**src/rtl/mem_access.sv**
```systemverilog
// Memory-access stage: passes ALU results through, or performs one aligned
// byte/half/word load or store over a req/ack data port, with timeout abort.
module mem_access #(
  parameter int unsigned TIMEOUT = 255
) (
  input  logic        Clock,
  input  logic        Reset,
  input  logic        Valid,
  input  logic [31:0] Address,
  input  logic [31:0] WriteData,
  input  logic [4:0]  RAddrIn,
  input  logic        RegWriteIn,
  input  logic        MemReadIn,
  input  logic        MemWriteIn,
  input  logic        MemtoRegIn,
  input  logic [1:0]  MemSize,
  input  logic        MemSigned,
  output logic        Stall,
  output logic        DReq,
  output logic        DWe,
  output logic [31:0] DAddr,
  output logic [3:0]  DBe,
  output logic [31:0] DWData,
  input  logic [31:0] DRData,
  input  logic        DAck,
  output logic        WBValid,
  output logic [31:0] WBData,
  output logic [4:0]  WBAddr,
  output logic        RegWriteOut,
  output logic        AlignErr,
  output logic        BusErr
);

  typedef enum logic {S_IDLE, S_ACCESS} state_t;

  localparam logic [15:0] CNT_LAST = 16'(TIMEOUT - 1);

  state_t      state_q, state_n;
  logic [15:0] cnt_q, cnt_n;

  logic [31:0] lat_addr, lat_addr_n;
  logic [4:0]  lat_raddr, lat_raddr_n;
  logic        lat_rw, lat_rw_n;
  logic        lat_load, lat_load_n;
  logic        lat_m2r, lat_m2r_n;
  logic [1:0]  lat_size, lat_size_n;
  logic        lat_signed, lat_signed_n;

  logic        dreq_n, dwe_n, wbvalid_n, regwr_n, alignerr_n, buserr_n;
  logic [31:0] daddr_n, dwdata_n, wbdata_n;
  logic [3:0]  dbe_n;
  logic [4:0]  wbaddr_n;

  logic        is_mem, misaligned;
  logic [3:0]  be_in;
  logic [31:0] wd_rep, rshift, ld_val;

  assign Stall = (state_q == S_ACCESS);

  // Request-side decode of the incoming op.
  always_comb begin
    is_mem = MemReadIn | MemWriteIn;
    be_in  = 4'b1111;
    wd_rep = WriteData;
    misaligned = 1'b0;
    unique case (MemSize)
      2'b00: begin
        be_in  = 4'b0001 << Address[1:0];
        wd_rep = {4{WriteData[7:0]}};
      end
      2'b01: begin
        be_in  = 4'b0011 << {Address[1], 1'b0};
        wd_rep = {2{WriteData[15:0]}};
        misaligned = Address[0];
      end
      default: misaligned = (Address[1:0] != 2'b00);
    endcase
    misaligned = misaligned & is_mem;
  end

  // Load lane selection: shift the addressed lane down to bit 0, then extend.
  always_comb begin
    rshift = DRData >> {lat_addr[1:0], 3'b000};
    unique case (lat_size)
      2'b00:   ld_val = {{24{lat_signed & rshift[7]}}, rshift[7:0]};
      2'b01:   ld_val = {{16{lat_signed & rshift[15]}}, rshift[15:0]};
      default: ld_val = DRData;
    endcase
  end

  always_comb begin
    state_n      = state_q;
    cnt_n        = cnt_q;
    dreq_n       = DReq;
    dwe_n        = DWe;
    daddr_n      = DAddr;
    dbe_n        = DBe;
    dwdata_n     = DWData;
    wbvalid_n    = 1'b0;
    wbdata_n     = WBData;
    wbaddr_n     = WBAddr;
    regwr_n      = 1'b0;
    alignerr_n   = 1'b0;
    buserr_n     = 1'b0;
    lat_addr_n   = lat_addr;
    lat_raddr_n  = lat_raddr;
    lat_rw_n     = lat_rw;
    lat_load_n   = lat_load;
    lat_m2r_n    = lat_m2r;
    lat_size_n   = lat_size;
    lat_signed_n = lat_signed;

    unique case (state_q)
      S_IDLE: begin
        if (Valid) begin
          if (!is_mem || misaligned) begin
            wbvalid_n  = 1'b1;
            wbdata_n   = Address;
            wbaddr_n   = RAddrIn;
            regwr_n    = RegWriteIn & ~misaligned;
            alignerr_n = misaligned;
          end else begin
            state_n      = S_ACCESS;
            cnt_n        = '0;
            dreq_n       = 1'b1;
            dwe_n        = MemWriteIn;
            daddr_n      = {Address[31:2], 2'b00};
            dbe_n        = be_in;
            dwdata_n     = wd_rep;
            lat_addr_n   = Address;
            lat_raddr_n  = RAddrIn;
            lat_rw_n     = RegWriteIn;
            lat_load_n   = MemReadIn & ~MemWriteIn;
            lat_m2r_n    = MemtoRegIn;
            lat_size_n   = MemSize;
            lat_signed_n = MemSigned;
          end
        end
      end
      S_ACCESS: begin
        if (DAck) begin
          state_n   = S_IDLE;
          dreq_n    = 1'b0;
          wbvalid_n = 1'b1;
          wbaddr_n  = lat_raddr;
          regwr_n   = lat_rw;
          wbdata_n  = (lat_load && lat_m2r) ? ld_val : lat_addr;
        end else if (cnt_q == CNT_LAST) begin
          state_n   = S_IDLE;
          dreq_n    = 1'b0;
          wbvalid_n = 1'b1;
          wbaddr_n  = lat_raddr;
          wbdata_n  = lat_addr;
          buserr_n  = 1'b1;
        end else begin
          cnt_n = cnt_q + 16'd1;
        end
      end
      default: state_n = S_IDLE;
    endcase
  end

  always_ff @(posedge Clock) begin
    if (Reset) begin
      state_q     <= S_IDLE;
      cnt_q       <= '0;
      DReq        <= '0;
      DWe         <= '0;
      DAddr       <= '0;
      DBe         <= '0;
      DWData      <= '0;
      WBValid     <= '0;
      WBData      <= '0;
      WBAddr      <= '0;
      RegWriteOut <= '0;
      AlignErr    <= '0;
      BusErr      <= '0;
      lat_addr    <= '0;
      lat_raddr   <= '0;
      lat_rw      <= '0;
      lat_load    <= '0;
      lat_m2r     <= '0;
      lat_size    <= '0;
      lat_signed  <= '0;
    end else begin
      state_q     <= state_n;
      cnt_q       <= cnt_n;
      DReq        <= dreq_n;
      DWe         <= dwe_n;
      DAddr       <= daddr_n;
      DBe         <= dbe_n;
      DWData      <= dwdata_n;
      WBValid     <= wbvalid_n;
      WBData      <= wbdata_n;
      WBAddr      <= wbaddr_n;
      RegWriteOut <= regwr_n;
      AlignErr    <= alignerr_n;
      BusErr      <= buserr_n;
      lat_addr    <= lat_addr_n;
      lat_raddr   <= lat_raddr_n;
      lat_rw      <= lat_rw_n;
      lat_load    <= lat_load_n;
      lat_m2r     <= lat_m2r_n;
      lat_size    <= lat_size_n;
      lat_signed  <= lat_signed_n;
    end
  end

endmodule

```
**config.mk**
```make
export PLATFORM = sky130hd
export DESIGN_NAME = mem_access
export DESIGN_NICKNAME = d
export VERILOG_FILES = /design/src/rtl/mem_access.sv
export SDC_FILE = /design/constraint.sdc
export NUM_CORES = 1
export LEC_CHECK = 0
export ABC_AREA = 1
export BUFFER_PORTS_ARGS = -buffer_cell sky130_fd_sc_hd__buf_2
export CELL_PAD_IN_SITES_DETAIL_PLACEMENT = 1
export CELL_PAD_IN_SITES_GLOBAL_PLACEMENT = 1
export CORE_ASPECT_RATIO = 0.8
export CORE_UTILIZATION = 39
export CTS_CLUSTER_SIZE = 25
export DETAILED_ROUTE_END_ITERATION = 8
export PLACE_DENSITY_LB_ADDON = 0.1
export SLEW_MARGIN = 15
export SYNTH_ARGS = -nofsm -noshare
export SYNTH_HDL_FRONTEND = slang
export SYNTH_SLANG_ARGS = --single-unit
```
**constraint.sdc**
```tcl
create_clock -name Clock -period 3.6 [get_ports Clock]
set_input_delay 0.72 -clock Clock [delete_from_list [all_inputs] [get_ports Clock]]
set_output_delay 0.72 -clock Clock [all_outputs]
set_load 0.03 [all_outputs]
```
==> impl_metrics.toml <==
[routing]
drtAntennaViolNets = 0
wire_per_inst_um = 16.29
drc = 0
vias = 8179
avgViaCountPerCell = 5.018
first_pass_iters = 5
drt_wl_total_um = 26560
drt-initial-drc-count = 428

[sta]
drv_slew = 0
hold-worst-slack_ns = 0.4507
hold_viol = 0
max_slew.worst_pin.slew_ns = 0.9050
rsz0062_at_grt = "no"
worst_slack_ns = 1.142
finalCritPeriodShare_pct = 68.28
relSlewSlack_pct = 39.50
fmax_mhz = 406.8
fin_worst_skew_ns = 0.01432
final-setup-viol-count = 0
fin_crit_ns = 2.458
tns_ns = 0

[setup_path]
worstPathArrival_ns = 2.83
cp_data_required_time_ns = 3.97
r2r_end = "WBData[28]"
timing.rr.start = "lat_addr[1]"
critPathLaunchType = "flip-flop"
worstSetupPathType = "flip-flop to flip-flop"
path_max_fanout = 24
rrSetupSlack_ns = 1.14
endpoint_kind = "flip-flop"
reg2reg_depth = 7

[cells_and_area]
drive_gt1_share_pct = 22.76
area_growth_syn_to_layout_pct = 20.79
fillerInstances = 2640
fin_nets = 1472
final_util_pct = 48.62

[placed_design]
dp_hpwl_um = 18260
io_buffer_count = 221
gp_congestion = 0.8303
dpl_worst_slack_ns = 0.8941

[power]
combPwrFrac_pct = 18.7
finalPower_mw = 4.659
vdd_drop_max_v = 0.0003618
p_leak_nw = 4.403
p_seq_share_pct = 36.8
pwr-share-clk_pct = 44.5
powerDensity_nw_per_um2 = 499.1
p_int_mw = 3.224
switching_share_pct = 30.81
p_switching_mw = 1.436

[hold_path]
hold_end = "lat_raddr[3]"
hold_start = "lat_raddr[3]"
hold_class = "flip-flop to flip-flop"
worstHoldPathCells = 2

[clocking]
cts_htree_levels = 4
clk_latency_ns = 0.43
clkSinkCount = 139
clkSlewWorstSetupHoldPaths_ns = 0.06
clockBufferDepth = 2
post-cts-setup-buffers = 0
cts_made_buffers = 17
cts_resized = 0
hold_buffers = 0
cts_tree = "done"
cts-root-buf = "clkbuf_16"

[global_routing]
grt_max_degree = 101
grt_pass1_vias = 7948
grt-busiest-layer = "met2"
grt_util_met3_pct = 5.306
global_route.usage.met2_pct = 41.54
met1_usage_pct = 36.15
grt_remaining_overflow = 0
grt_pass1_wl_um = 42200
globalRouteTotalUtil_pct = 26.12
antenna_found_initial = 0

[synthesis]
ys_seq_elements = 139
yosysWarnings = 0
synth_largest_area_cell = "dfxtp_1"
ys_async_sr_fraction_pct = 0
ys.flop_type = "dfxtp_1"
synth_area_um2 = 7729
ys_top_cells_by_area = "dfxtp_1, nand2_1, a21oi_1"
synth_cell_types = 35
netlist_top_cells_count = "nand2_1, a21oi_1, dfxtp_1"
synth_edf_count = 0
synth-seq-area-share_pct = 36.00
post-synth-top-area-fraction_pct = 36.00
synth_cells = 1211
yosysMostFrequentCell = "nand2_1"
syn_area_per_cell_um2 = 6.382

[floorplanning]
dieArea_um2 = 20390
start_util_pct = 40.25
rows = 45
die_w_um = 159.4
core_um2 = 19200
die_y_um = 127.9
top_level_ports = 224

[run_status]
outcome = "finished clean"

[run]
cap_viol_max_count = 0
how the worst max path moves through the flow:
stage,endpoint,start,slack [ns]
floorplan,WBData[27],MemWriteIn,1.82
global placement,DWData[8],MemSize[1],0.99
detailed placement,DWData[23],MemSize[1],0.89
CTS,WBData[26],lat_addr[1],1.14
global route,WBData[25],lat_addr[1],0.91
finish,WBData[28],lat_addr[1],1.14
stage by stage:
stage	std cells	cell area, um2
CTS	1629	9333
detailed placement	1597	8653
floorplan	1212	7732
finish	1630	9335
global placement	1597	8653
global route	1629	9333
worst max-delay path: stages, from the launching register on:
cell     delay [ns]
dfxtp_1        0.44
inv_1          0.46
nand3_1        0.13
nand2_1        0.11
nand3_1        0.64
nand3_1        0.38
nand2_1        0.11
a21oi_2        0.12
metal layers:
| layer | part of all wire [%] | vias up |
|---|---|---|
| met5 | 0 | - |
| li1 | - | 4113 |
| met3 | 5.2 | 19 |
| met1 | 49 | 3862 |
| met2 | 45 | 185 |
| met4 | 0.87 | 0 |
cell families after synthesis:
family / Yosys count / share of synthesized area (%)
xor gates and xnor gates: 4 / 0.4534
and+or+nand+nor: 513 / 27.96
adders and majority gates: 2 / 0.3237
other: 1 / 0.04852
buffers and inverters: 245 / 14.86
DFF: 139 / 36.00
AOI/OAI and AO/OA: 307 / 20.35
cells in the final DEF (no fill, tap or decap), types with 3 or more instances in the layout:
master	instances
inv_6	3
a21oi_1	198
nand2_1	297
nor2_2	4
nand2_2	16
o21bai_1	3
bufinv_16	6
inv_2	10
nand4_1	5
nor2_1	117
clkbuf_16	17
or2_2	6
dfxtp_1	138
a31oi_1	8
xor2_1	3
buf_2	221
o21ai_0	89
buf_4	6
o21ai_1	6
nand3_1	55
inv_1	132
final cells by class:
| type | instances | area (um2) | share of cell area (%) |
|---|---|---|---|
| Inverter | 143 | 541.8 | 5.804 |
| Timing Repair Buffer | 229 | 1191 | 12.76 |
| Clock inverter | 14 | 240.2 | 2.573 |
| Sequential cell | 139 | 2784 | 29.82 |
| Clock buffer | 18 | 439.2 | 4.704 |
| Tap cell | 258 | 322.8 | 3.458 |
| Multi-Input combinational cell | 828 | 3814 | 40.85 |
| Antenna cell | 1 | 2.502 | 0.02681 |
registers in the layout, summed over array words and instances, names as in the netlist, 2 cells and up:
signal / flops
DWData: 32
WBData: 32
lat_addr: 32
cnt_q: 16
WBAddr: 5
lat_raddr: 5
DBe: 4
lat_size: 2
power by group through the flow:
stage	Combinational (mW)	Sequential, mW	Clock (mW)
floorplan	0.487	1.88	0
CTS	0.877	1.71	2.09
global route	0.958	1.73	2.15
finish	0.871	1.71	2.07
detailed placement	0.868	1.75	0
global placement	0.854	1.75	0
Note: power is estimated with default switching activity, not from simulation.
